<file path="config.mk">
export PLATFORM = sky130hd
export DESIGN_NAME = mult32_seq
export DESIGN_NICKNAME = d
export VERILOG_FILES = /design/src/rtl/mult32_seq.sv
export SDC_FILE = /design/constraint.sdc
export NUM_CORES = 1
export LEC_CHECK = 0
export ABC_CLOCK_PERIOD_IN_PS = 17100
export CORE_MARGIN = 2
export CORE_UTILIZATION = 52
export DETAILED_ROUTE_END_ITERATION = 16
export PLACE_DENSITY = 0.91
export SLEW_MARGIN = 5
export SYNTH_ARGS = -nofsm -noshare
export SYNTH_HDL_FRONTEND = slang
export SYNTH_SLANG_ARGS = --single-unit
</file>
<file path="constraint.sdc">
create_clock -name clk -period 17.1 [get_ports clk]
set_input_delay 1.71 -clock clk [delete_from_list [all_inputs] [get_ports clk]]
set_output_delay 1.71 -clock clk [all_outputs]
set_load 0.01 [all_outputs]
</file>
<file path="src/rtl/mult32_seq.sv">
// Sequential 32x32 unsigned multiplier: one shared ripple adder iterated over 32 shift-add steps
// to build a 64-bit product, with a start/busy/done handshake.

module adder32bit (
  input  logic [31:0] a_i,
  input  logic [31:0] b_i,
  input  logic        cin_i,
  output logic [31:0] sum_o,
  output logic        cout_o
);

  logic [32:0] carry;

  assign carry[0] = cin_i;

  for (genvar i = 0; i < 32; i++) begin : g_fa
    logic p;
    assign p          = a_i[i] ^ b_i[i];
    assign sum_o[i]   = p ^ carry[i];
    assign carry[i+1] = (a_i[i] & b_i[i]) | (carry[i] & p);
  end

  assign cout_o = carry[32];

endmodule

module mult32_seq (
  input  logic        clk,
  input  logic        reset,
  input  logic        start,
  input  logic [31:0] a,
  input  logic [31:0] b,
  output logic        busy,
  output logic        done,
  output logic [63:0] product
);

  typedef enum logic [1:0] {
    StIdle = 2'd0,
    StRun  = 2'd1,
    StDone = 2'd2
  } state_e;

  state_e      state_q;
  logic [31:0] mcand_q;
  logic [31:0] acc_hi_q;
  logic [31:0] acc_lo_q;
  logic [4:0]  cnt_q;
  logic        busy_q;
  logic        done_q;
  logic [63:0] product_q;

  logic [31:0] addend;
  logic [31:0] sum;
  logic        cout;
  logic [63:0] shifted;

  assign addend = acc_lo_q[0] ? mcand_q : 32'h0;

  adder32bit u_adder (
    .a_i    (acc_hi_q),
    .b_i    (addend),
    .cin_i  (1'b0),
    .sum_o  (sum),
    .cout_o (cout)
  );

  // 65-bit right shift of {cout, sum, acc_lo}; the dropped bit is the consumed multiplier bit.
  assign shifted = {cout, sum, acc_lo_q[31:1]};

  always_ff @(posedge clk) begin
    if (reset) begin
      state_q   <= StIdle;
      mcand_q   <= 32'h0;
      acc_hi_q  <= 32'h0;
      acc_lo_q  <= 32'h0;
      cnt_q     <= 5'd0;
      busy_q    <= 1'b0;
      done_q    <= 1'b0;
      product_q <= 64'h0;
    end else begin
      done_q <= 1'b0;
      unique case (state_q)
        StIdle: begin
          if (start) begin
            mcand_q  <= a;
            acc_hi_q <= 32'h0;
            acc_lo_q <= b;
            cnt_q    <= 5'd0;
            busy_q   <= 1'b1;
            state_q  <= StRun;
          end
        end
        StRun: begin
          {acc_hi_q, acc_lo_q} <= shifted;
          cnt_q                <= cnt_q + 5'd1;
          if (cnt_q == 5'd31) begin
            product_q <= shifted;
            busy_q    <= 1'b0;
            done_q    <= 1'b1;
            state_q   <= StDone;
          end
        end
        StDone: begin
          state_q <= StIdle;
        end
        default: begin
          busy_q  <= 1'b0;
          state_q <= StIdle;
        end
      endcase
    end
  end

  assign busy    = busy_q;
  assign done    = done_q;
  assign product = product_q;

endmodule

</file>
==> out/qor.yml, run 1 <==
status: "complete, no violations"
grt_overflow: 0
crit_required_ns: 17.37
antenna_found_initial: 0
synth.avg_cell_area_um2: 9.60
layout.cells.most_common: "dfxtp_1"
final_cell_area_um2: 8910
max_freq_mhz: 72.0
drv_slew: 0
ys.flop_type: "dfxtp_1"
r2r-end: "acc_hi_q[30]$_SDFFE_PP0P_"
syn_inst: 741
netlist_area_um2: 7110
cts_tree: "yes"
fin_setup_tns_ns: 0
synthArstFlopShare_pct: 0
power_density_nw_per_um2: 95.7
place_area_um2: 8390
ir_drop_mv: 0.0783
n_antenna_cell: 0
die_y_um: 121
drive_gt1_share_pct: 5.18
setup_viol: 0
tightestPinTransition_ns: 1.21
cts_repair_resize_count: 0
synth_cell_type_count: 37
cts_hold_buf: 0
row_count: 42
cpMostUsedCell: "fa_1"
vias: 5699
critPathSlowestCell: "fa_1"
slowest_delay_ns: 0.52
gp_congestion: 0.851
worstSetupPathType: "reg -> reg"
drtIter0Drc: 459
grt_pass1_wl_um: 27800
synth_seq_cells: 169
synth_edf_count: 0
core_um2: 13300
power.leakage_nw: 3.16
wl_per_cell_um: 16.6
worstSetupStartpoint: "acc_lo_q[0]$_SDFFE_PP0P_"
dp_hpwl_um: 10300
rsz0062_at_grt: "no"
wl_um: 17000
yosys_warnings: 0
postCtsSetupRepairBufs: 0
avgViaCountPerCell: 5.56
whs_ns: 0.450
h-tree-depth: 4
clk_pin_slew_ns: 0.06
r2r_cells: 39
clockRootBuffer: "clkbuf_16"
min_path_cells: 2
hp-start: "mcand_q[25]$_SDFFE_PP0P_"
syn_nets: 842
io_pins: 133
fin_crit_sh_pct: 81.2
cp_max_fo: 32
critPathTopFamily: "adder cells"
grt_max_degree: 106
layout_common_cells: "dfxtp_1, clkdlybuf4s50_1, nand2_1"
hold_viol_final: 0
crit_path_start_kind: "flip-flop"
crit_buf_inv: 5
r2r_start: "acc_lo_q[0]$_SDFFE_PP0P_"
die_area_um2: 14600
insertion_delay_ns: 0.43
period_needed_ns: 13.88
grt_use_total_pct: 24.1
final_nets: 941
crit_path_end_kind: "flip-flop"
cp.arrival_ns: 14.15
die_x_um: 121
start_util_pct: 53.5
first_pass_iters: 5
max_slew_margin_pct: 19.0
fin_skew_ns: 0.00727
hold_end: "mcand_q[25]$_SDFFE_PP0P_"
cts_sinks: 169
io_buffers: 132
cts_buffer_depth: 2
cts_buffers: 17
cap_violations: 0
synthToLayoutAreaGrowth_pct: 25.3
r2r_setup_slack_ns: 3.22
antenna_left: 0
ys_seq_area_share_pct: 47.6
drc: 0
grt_pass1_vias: 5611
holdCritPathClass: "reg -> reg"
[cell type report]
cell class,instances,area (um^2)
clock buffer,23,448
clock inverter,5,75.1
fill,966,4380
inverter,35,131
multi-input combinational,477,3280
sequential,169,3380
tap,176,220
timing repair buffer,140,1380
[worst max-delay path by stage]
| stage | end | depth (start not counted) |
|---|---|---|
| after floorplan | acc_hi_q[30]$_SDFFE_PP0P_ | 41 |
| after global placement | acc_hi_q[30]$_SDFFE_PP0P_ | 39 |
| after detailed placement | acc_hi_q[30]$_SDFFE_PP0P_ | 39 |
| after CTS | acc_hi_q[30]$_SDFFE_PP0P_ | 39 |
| after global routing | acc_hi_q[30]$_SDFFE_PP0P_ | 39 |
| final | acc_hi_q[30]$_SDFFE_PP0P_ | 39 |
[per-layer routing]
metal	wire length (um)	global-route usage [%]
met1	7300	30.3
met2	8390	40.1
met3	853	5.31
met4	463	10.1
met5	0	0
[cells in the mapped netlist (all sizes together) (3+ instances only)]
cell type | number | area share [%]
inv | 35 | 1.8
a22oi | 5 | 0.53
ha | 3 | 0.53
buf | 32 | 3.1
clkbuf | 28 | 1.5
nor3 | 33 | 2.3
dfxtp | 169 | 48
a2bb2oi | 29 | 3.6
or3b | 33 | 4.1
nand2 | 92 | 4.9
a22o | 35 | 4.3
a21oi | 68 | 4.9
fa | 31 | 8.7
o2bb2ai | 29 | 3.6
and2 | 4 | 0.35
nand2b | 33 | 2.9
nor2 | 69 | 3.6
[kinds of logic after synthesis]
logic type      count (synthesis)  synth area share, %
simple gates                  270                 18.9
buf+inv                        95                 6.47
compound gates                172                 17.6
mux                             1                0.141
flops                         169                 47.6
fa+ha+maj                      34                 9.25
[state kept, by name (all words and copies together) (netlist names)]
| name | flops |
|---|---|
| acc_lo_q | 32 |
| mcand_q | 32 |
| busy | 1 |
| done | 1 |
| acc_hi_q | 32 |
| state_q | 2 |
| cnt_q | 5 |
| product | 64 |
[power by group]
part	switching, mW	total, mW	internal, mW
Clock	0.145	0.356	0.211
Sequential	0.00834	0.416	0.407
Combinational	0.0429	0.0811	0.0382
[worst reg2reg max path: cells and delay by family, from the launching register on]
family / cells / cell delay (ns)
AND/OR/NAND/NOR: 2 / 0.19
buffers and inverters: 5 / 0.60
flip-flops: 1 / 0.32
AO/OA/AOI/OAI: 1 / 0.19
adder cells (fa/ha/maj): 31 / 12.42
[metrics by stage]
step                      utilization (%)  instances  setup WS (ns)  total power [mW]
final                                67.0       1025           3.22             0.853
after global routing                 67.0       1025           2.67             0.882
after CTS                            67.0       1025           3.20             0.854
after detailed placement             63.1        997           3.29             0.504
after global placement               63.1        997           3.66             0.502
after floorplan                         -        741           3.69             0.477
Power figures use the tool's default switching activity.
==> inputs of run 2 (changes only) <==
--- a/config.mk
+++ b/config.mk
@@ -5,7 +5,7 @@
 export SDC_FILE = /design/constraint.sdc
 export NUM_CORES = 1
 export LEC_CHECK = 0
-export ABC_CLOCK_PERIOD_IN_PS = 17100
+export ABC_CLOCK_PERIOD_IN_PS = 13000
 export CORE_MARGIN = 2
 export CORE_UTILIZATION = 52
 export DETAILED_ROUTE_END_ITERATION = 16
==> constraint.sdc (replaced) <==
create_clock -name clk -period 13 [get_ports clk]
set_input_delay 1.3 -clock clk [delete_from_list [all_inputs] [get_ports clk]]
set_output_delay 1.3 -clock clk [all_outputs]
set_load 0.01 [all_outputs]
==> run 2 against run 1 <==
Compared with the run above:
- maximum frequency up 10%
- sequential share of layout area shrank 0.88 points
- critical endpoint unchanged
- worst hold slack better by 0.0051 ns
- non-clock buffer count is the same
- critical path type unchanged
- clock skew is 0.00088 ns higher
- global-route usage increased by 0.22 points
- clock-buffer cell count shrank 5
==> out/qor.yml, run 2 (synthesis gave the netlist of run 1 again) <==
antenna_left: 0  # unchanged
max_freq_mhz: 79.5  # +10%
vias: 5736  # +0.65%
clkPwrFrac_pct: 46.9  # +5.2 points
cts_buffers: 17  # unchanged
setup_ws_ns: 0.428  # -2.79 ns
whs_ns: 0.455  # +0.00510 ns
row_count: 42  # unchanged
die_x_um: 121  # unchanged
cpMostUsedCell: "fa_2"
clk_pin_slew_ns: 0.07  # about the same
hold_end: "mcand_q[3]$_SDFFE_PP0P_"
drive_gt1_share_pct: 8.91  # +3.7 points
r2r_start: "mcand_q[0]$_SDFFE_PP0P_"
grt_use_total_pct: 24.3  # +0.22 points
die_area_um2: 14600  # unchanged
grt_pass1_vias: 5655  # +0.78%
max_slew_margin_pct: 20.0  # +0.97 points
wl_um: 17400  # +2.2%
r2r_cells: 40  # +2.6%
ir_drop_mv: 0.135  # +72%
total_power_mw: 1.23  # +45%
die_y_um: 121  # unchanged
min_path_cells: 2  # unchanged
place_inst: 997  # unchanged
hp-start: "mcand_q[3]$_SDFFE_PP0P_"
postCtsSetupRepairBufs: 0  # unchanged
cts_tree: "yes"
first_pass_iters: 5  # unchanged
insertion_delay_ns: 0.43  # about the same
r2r-end: "acc_hi_q[30]$_SDFFE_PP0P_"
power_frac_comb_pct: 8.8  # -0.7 points
period_needed_ns: 12.57  # -1.31 ns
layout_common_cells: "dfxtp_1, clkdlybuf4s50_1, nand2_1"
final_nets: 941  # unchanged
cts_buffer_depth: 2  # unchanged
drv_slew: 0  # unchanged
crit_path_start_kind: "flip-flop"
cp_max_fo: 2  # -94%
n_antenna_cell: 0  # unchanged
start_util_pct: 53.5  # unchanged
drtIter0Drc: 621  # +35%
fin_skew_ns: 0.00816  # +0.000882 ns
grt_pass1_wl_um: 27800  # +0.10%
synthToLayoutAreaGrowth_pct: 28.3
holdCritPathClass: "reg -> reg"
p_sw_mw: 0.279  # +42%
h-tree-depth: 4  # unchanged
setup_viol: 0  # unchanged
critPathSlowestCell: "fa_1"
worstSetupPathType: "reg -> reg"
largest_register_ffs: 64  # unchanged
crit_path_end_kind: "flip-flop"
seqPwrFrac_pct: 44.4  # -4.4 points
crit_required_ns: 13.27  # -4.10 ns
hold_viol_final: 0  # unchanged
drc: 0  # unchanged
cts_hold_buf: 0  # unchanged
dp_slack_ns: -0.409  # -3.69 ns
tightestPinTransition_ns: 1.20  # -0.0145 ns
power.leakage_nw: 3.26  # +3.1%
cap_violations: 0  # unchanged
rsz0062_at_grt: "no"
core_um2: 13300  # unchanged
io_buffers: 132  # unchanged
internal_power_mw: 0.954  # +45%
io_pins: 133  # unchanged
wl_per_cell_um: 16.9  # +1.8%
clockRootBuffer: "clkbuf_16"
cp.arrival_ns: 12.85  # -1.30 ns
avgViaCountPerCell: 5.57  # +0.26%
r2r_setup_slack_ns: 0.43  # -2.79 ns
gp_congestion: 0.826  # -2.9%
dp_hpwl_um: 10500  # +1.7%
cts_sinks: 169  # unchanged
slowest_delay_ns: 0.51  # about the same
switching_share_pct: 22.6  # -0.42 points
antenna_found_initial: 0  # unchanged
fin_crit_sh_pct: 96.7  # +16 points
grt_overflow: 0  # unchanged
fin_cells: 1029  # +0.39%
grt_max_degree: 106  # unchanged
status: "complete, no violations"
power_density_nw_per_um2: 135  # +41%
layout.cells.most_common: "dfxtp_1"
[run 2: routing by layer]
| metal | vias up | GRT usage [%] | part of all wire [%] |
|---|---|---|---|
| met5 | - | 0 | 0 |
| met4 | 0 | 10.7 | 2.4 |
| met3 | 31 | 4.93 | 5.5 |
| met2 | 200 | 41.2 | 50 |
| met1 | 2792 | 30.0 | 42 |
| li1 | 2713 | - | - |
[run 2: stage by stage]
| stage | setup TNS, ns | util, % | area (um^2) |
|---|---|---|---|
| 6_report | 0 | 68.7 | 9130 |
| 5_1_grt | 0 | 68.7 | 9130 |
| 4_1_cts | 0 | 68.5 | 9110 |
| 3_5_place_dp | -1.05 | 63.2 | 8400 |
| 3_3_place_gp | -0.0787 | 63.2 | 8400 |
| 2_1_floorplan | 0 | - | 7140 |
[run 2: critical path: cells and delay by family, from the launching register on]
family / cells / cell delay (ns)
AND/OR/NAND/NOR: 2 / 0.17
AO/OA/AOI/OAI: 1 / 0.17
flip-flops: 1 / 0.32
buffers and inverters: 5 / 0.33
adder cells (fa/ha/maj): 32 / 11.42
[run 2: power by group through the flow]
stage          combinational, mW  clock (mW)  sequential (mW)
2_1_floorplan             0.0733           0            0.555
3_3_place_gp               0.103           0            0.557
3_5_place_dp               0.106           0            0.558
4_1_cts                    0.108       0.581            0.547
5_1_grt                    0.119       0.599            0.549
6_report                   0.108       0.578            0.547
[run 2: layout make-up]
type / instances / area (um^2)
tap: 176 / 220
clock buffer: 18 / 439
timing repair buffer: 140 / 1380
clock inverter: 14 / 244
multi-input combinational: 477 / 3330
fill: 979 / 4170
inverter: 35 / 131
sequential: 169 / 3390
[run 2: worst max path at each step]
stage / startpoint / endpoint / slack (ns) / cells past startpoint
floorplan: acc_lo_q[0]$_SDFFE_PP0P_ / acc_hi_q[30]$_SDFFE_PP0P_ / 0.01 / 41
global placement: mcand_q[0]$_SDFFE_PP0P_ / acc_hi_q[30]$_SDFFE_PP0P_ / -0.08 / 40
detailed placement: mcand_q[0]$_SDFFE_PP0P_ / acc_hi_q[30]$_SDFFE_PP0P_ / -0.41 / 40
CTS: mcand_q[0]$_SDFFE_PP0P_ / acc_hi_q[30]$_SDFFE_PP0P_ / 0.05 / 40
global route: mcand_q[0]$_SDFFE_PP0P_ / acc_hi_q[30]$_SDFFE_PP0P_ / 0.04 / 40
finish: mcand_q[0]$_SDFFE_PP0P_ / acc_hi_q[30]$_SDFFE_PP0P_ / 0.43 / 40
[run 2: timing repair]
action | in CTS | in global routing
pin swaps | 0 | 1
resized for setup | 10 | 6
hold endpoints to repair | 0 | 0
endpoints found under the setup margin | 6 | 4
